### src/rtl/mem_wb_buf.sv
// mem_wb_buf: MEM->WB stage buffer built as a DEPTH-entry in-order circular queue.
// It has a valid/ready handshake on both sides, a flush input, and a combinational
// forwarding port that returns the youngest buffered write to a queried register.
//
// Ports:
//   clk, rst          clock; synchronous active-high reset
//   flush             drop every buffered entry at the next edge
//   mem_valid/ready   producer handshake; mem_ready depends only on registered occupancy
//   mem_wd/wreg/wdata result presented by the MEM stage
//   wb_valid/ready    consumer handshake on the head entry
//   wb_wd/wreg/wdata  head entry fields; all zero while the queue is empty
//   fwd_raddr         forwarding query register address
//   fwd_hit/fwd_data  youngest buffered write to fwd_raddr; data is zero on a miss
//   count             number of occupied entries
module mem_wb_buf #(
   parameter int unsigned DATA_W = 32,
   parameter int unsigned ADDR_W = 5,
   parameter int unsigned DEPTH  = 2
) (
   input  logic                       clk,
   input  logic                       rst,
   input  logic                       flush,
   input  logic                       mem_valid,
   output logic                       mem_ready,
   input  logic [ADDR_W-1:0]          mem_wd,
   input  logic                       mem_wreg,
   input  logic [DATA_W-1:0]          mem_wdata,
   output logic                       wb_valid,
   input  logic                       wb_ready,
   output logic [ADDR_W-1:0]          wb_wd,
   output logic                       wb_wreg,
   output logic [DATA_W-1:0]          wb_wdata,
   input  logic [ADDR_W-1:0]          fwd_raddr,
   output logic                       fwd_hit,
   output logic [DATA_W-1:0]          fwd_data,
   output logic [$clog2(DEPTH+1)-1:0] count
);

   localparam int unsigned PtrW = $clog2(DEPTH);
   localparam int unsigned CntW = $clog2(DEPTH+1);

   logic [ADDR_W-1:0] wd_mem   [DEPTH];
   logic              wreg_mem [DEPTH];
   logic [DATA_W-1:0] data_mem [DEPTH];

   logic [PtrW-1:0] rd_ptr_q, rd_ptr_d;
   logic [PtrW-1:0] wr_ptr_q, wr_ptr_d;
   logic [CntW-1:0] count_q, count_d;

   logic push, pop;

   // Pointers wrap explicitly since DEPTH need not be a power of two.
   function automatic logic [PtrW-1:0] ptr_inc(input logic [PtrW-1:0] ptr);
      if (ptr == PtrW'(DEPTH - 1)) begin
         return '0;
      end
      return ptr + PtrW'(1);
   endfunction

   assign mem_ready = (count_q < CntW'(DEPTH));
   assign wb_valid  = (count_q != '0);
   assign push      = mem_valid & mem_ready;
   assign pop       = wb_valid & wb_ready;
   assign count     = count_q;

   assign wb_wd    = wb_valid ? wd_mem[rd_ptr_q]   : '0;
   assign wb_wreg  = wb_valid ? wreg_mem[rd_ptr_q] : 1'b0;
   assign wb_wdata = wb_valid ? data_mem[rd_ptr_q] : '0;

   always_comb begin
      rd_ptr_d = rd_ptr_q;
      wr_ptr_d = wr_ptr_q;
      count_d  = count_q;
      if (flush) begin
         rd_ptr_d = '0;
         wr_ptr_d = '0;
         count_d  = '0;
      end else begin
         if (push) begin
            wr_ptr_d = ptr_inc(wr_ptr_q);
         end
         if (pop) begin
            rd_ptr_d = ptr_inc(rd_ptr_q);
         end
         if (push && !pop) begin
            count_d = count_q + CntW'(1);
         end else if (pop && !push) begin
            count_d = count_q - CntW'(1);
         end
      end
   end

   always_ff @(posedge clk) begin
      if (rst) begin
         rd_ptr_q <= '0;
         wr_ptr_q <= '0;
         count_q  <= '0;
      end else begin
         rd_ptr_q <= rd_ptr_d;
         wr_ptr_q <= wr_ptr_d;
         count_q  <= count_d;
      end
   end

   // Storage is left uninitialised; occupancy alone decides what is visible.
   always_ff @(posedge clk) begin
      if (!rst && !flush && push) begin
         wd_mem[wr_ptr_q]   <= mem_wd;
         wreg_mem[wr_ptr_q] <= mem_wreg & (mem_wd != '0);
         data_mem[wr_ptr_q] <= mem_wdata;
      end
   end

   // Walk entries oldest to youngest so the last match found is the youngest.
   always_comb begin
      fwd_hit  = 1'b0;
      fwd_data = '0;
      for (int unsigned i = 0; i < DEPTH; i++) begin
         int unsigned     pos;
         logic [PtrW-1:0] idx;
         pos = 32'(rd_ptr_q) + i;
         if (pos >= DEPTH) begin
            pos = pos - DEPTH;
         end
         idx = PtrW'(pos);
         if ((i < 32'(count_q)) && wreg_mem[idx] && (wd_mem[idx] == fwd_raddr) &&
             (fwd_raddr != '0)) begin
            fwd_hit  = 1'b1;
            fwd_data = data_mem[idx];
         end
      end
   end

endmodule

### config.mk
export PLATFORM = sky130hd
export DESIGN_NAME = mem_wb_buf
export DESIGN_NICKNAME = d
export VERILOG_FILES = /design/src/rtl/mem_wb_buf.sv
export SDC_FILE = /design/constraint.sdc
export NUM_CORES = 1
export LEC_CHECK = 0
export BUFFER_PORTS_ARGS = -buffer_cell sky130_fd_sc_hd__buf_2
export CELL_PAD_IN_SITES_DETAIL_PLACEMENT = 0
export CELL_PAD_IN_SITES_GLOBAL_PLACEMENT = 1
export CORE_ASPECT_RATIO = 1.75
export CORE_MARGIN = 8
export CORE_UTILIZATION = 39
export DETAILED_ROUTE_END_ITERATION = 10
export PLACE_DENSITY_LB_ADDON = 0.3
export SYNTH_ARGS = -nofsm -noshare
export SYNTH_HDL_FRONTEND = slang
export SYNTH_SLANG_ARGS = --single-unit
export TNS_END_PERCENT = 10
### constraint.sdc
create_clock -name clk -period 6.1 [get_ports clk]
set_input_delay 0.61 -clock clk [delete_from_list [all_inputs] [get_ports clk]]
set_output_delay 0.61 -clock clk [all_outputs]
set_load 0.005 [all_outputs]
==> flow_summary.yaml <==
cells_and_area:
  final_layout_size_suffix_gt1_share_pct: 40.8
  seq_area_sq_um: 2380
  synthToLayoutAreaGrowth_pct: 22.1
  multi_input_area_sq_um: 1870
  num-nets-final: 494
  stdcell_count: 580
  nFillCells: 1029
  antenna_cells: 0
clock_network:
  clockBufferDepth: 2
  cts_tree: "done"
  clockRootBuffer: "clkbuf_16"
  clk_latency_ns: 0.33
  cts_buffers: 9
  postCtsResizedCells: 0
  cts.clk_slew.worst_paths_ns: 0.06
  clock_sinks: 81
  postCtsHoldBufs: 0
  h-tree-depth: 3
  cts_setup_buffers: 0
route:
  wl_microns: 11000
  viasPerCell: 5.09
  dr.first_iter.drc_count: 138
  via_count: 2953
  wl_per_cell_microns: 18.9
  dr.pass1.iters: 4
  drc: 0
  ant_nets: 0
synth:
  synthTopCellsByCount: "edfxtp_1, mux2i_1, mux2_2"
  synth_nets: 377
  synth_top_area_cell: "edfxtp_1"
  yosysWarnings: 0
  ys_top_cells_by_area: "edfxtp_1, mux2i_1, mux2_2, and2_1, nand3_1"
  synth_top_cell_area_share_pct: 51.9
  synth_xor_area_share_pct: 2.79
  synth_mux_area_share_pct: 25.6
  yosys.area_share.adder_pct: 0.854
  synthFlopType: "edfxtp_1"
  ys_ff_latch: 81
  synth_top_family_by_area: "multiplexers"
  synthArstFlopShare_pct: 0
  synth-edff-count: 76
  synthSimpleGateAreaFrac_pct: 12.4
  synth_compound_area_share_pct: 0.655
  synth_most_common_cell: "edfxtp_1"
  ys_types: 30
  syn_area_sq_um: 4400
  synthCells: 326
  synth_seq_area_share_pct: 54.2
  avgSynthCellArea_sq_um: 13.5
sta:
  fin_skew_ns: 0.00534
  slew_violations: 0
  rsz0062_at_grt: "no"
  setup_viol: 0
  finalCriticalPeriod_ns: 4.14
  hold_viol_final: 0
  finalSetupTns_ns: 0
  worstMarginPinSlew_ns: 1.16
  holdWs_ns: 0.464
  fmax_mhz: 241
  max_slew_margin_pct: 22.5
  period_share_pct: 67.9
global_routing:
  antenna_found_initial: 0
  overflow: 0
  grt_max_degree: 39
  grt_pass1_wl_microns: 16700
  grt_use_total_pct: 14.9
  grt_pass1_vias: 3257
floorplanning:
  die_w_microns: 96.3
  die_h_microns: 156
  fp.dieArea_sq_um: 15100
  rows: 51
  io_pins: 123
  core_sq_um: 11000
  initial_utilization_pct: 39.8
placement:
  gp_congestion: 0.741
  io_buffers: 122
  placed_cells: 564
  place_hpwl_microns: 7870
critical_path:
  timing.rr.start: "count[1]$_SDFFE_PP0P_"
  crit_fanout: 23
  crit_top_cell: "mux2i_1"
  arrival_ns: 3.53
  crit_path_start_kind: "flop"
  cp-startpoint: "rd_ptr_q$_SDFFE_PP0P_"
  max_stage_delay_ns: 0.89
  critPathRequiredTime_ns: 5.49
  critPathSlowestCell: "nor3b_4"
  path_cells: "mux2i_1, xor2_1, nand4b_1, nor3b_4, buf_4, mux2i_1, buf_2"
  crit_type: "reg -> out"
  critical_path.top_delay_family: "simple AND/OR/NAND/NOR gates"
  crit_buf_inv: 2
  end_kind: "primary output"
pwr:
  power_leakage_nw: 2.01
  p_per_area_nw_per_um2: 241
  peakVddDrop_mv: 0.153
min_path:
  hp-start: "mem_wdata[29]"
  hp-class: "in -> reg"
run:
  max_cap_viol_count: 0
outcome:
  status: "complete, no violations"
==> registers in the layout (all words and copies together), names as in the netlist, named ones only <==
register  flops
data_mem     64
rd_ptr_q      1
wr_ptr_q      1
count         2
wd_mem       10
wreg_mem      2
==> area by class of cell <==
cell class | count | area share [%]
multi-input cells | 221 | 34.9
flip-flops and latches | 81 | 44.4
inverters | 4 | 0.280
clock inverters | 7 | 1.14
well taps | 132 | 3.08
repair buffers | 126 | 11.9
clock buffers | 9 | 4.20
==> logic make-up after synthesis <==
kind of cell / after synthesis
compound gates: 4
mux: 108
fa+ha+maj: 3
buf+inv: 24
xor+xnor: 14
simple gates: 92
flops: 81
==> path summary, 6_finish.rpt <==
path | slack [ns] | to | cells after the start
worst min-delay path | 0.46 | data_mem[0][29]$_DFFE_PP_ | 1
worst max-delay path | 1.96 | fwd_data[26] | 7
worst max register to register | 3.64 | count[0]$_SDFFE_PP0P_ | 7
worst min register to register | 0.58 | count[0]$_SDFFE_PP0P_ | 2
==> placed cells by master, fill, tap and decap left out, types with 4 or more instances in the layout <==
| cell type | n |
|---|---|
| and2_1 | 32 |
| xnor2_1 | 6 |
| nand3_1 | 29 |
| clkinv_2 | 4 |
| mux2i_1 | 74 |
| clkbuf_16 | 9 |
| buf_2 | 122 |
| nor3_1 | 6 |
| nor2_1 | 10 |
| edfxtp_1 | 76 |
| mux2_2 | 33 |
| inv_1 | 4 |
| xor2_1 | 8 |
| buf_4 | 4 |
==> per-stage QoR <==
stage	cell area (sq um)	power (mW)	utilization (%)	worst slack (ns)
after floorplan	4400	0.728	-	3.14
after global placement	5080	0.795	46.0	2.32
after detailed placement	5080	0.798	46.0	2.26
after CTS	5370	1.31	48.6	1.89
after global routing	5370	1.35	48.6	1.72
final	5370	1.29	48.6	1.96
==> per-layer routing <==
metal / global-route usage [%] / up-vias / share of wire, %
li1: - / 1452 / -
met1: 14.6 / 1410 / 35
met2: 28.3 / 78 / 58
met3: 3.26 / 13 / 5.9
met4: 6.04 / 0 / 1.8
met5: 0 / - / 0
==> power breakdown <==
group	internal, mW	switching (mW)
Combinational	0.0681	0.0787
Sequential	0.623	0.0129
Clock	0.312	0.199
No activity file was read; power rests on OpenSTA's default activity.
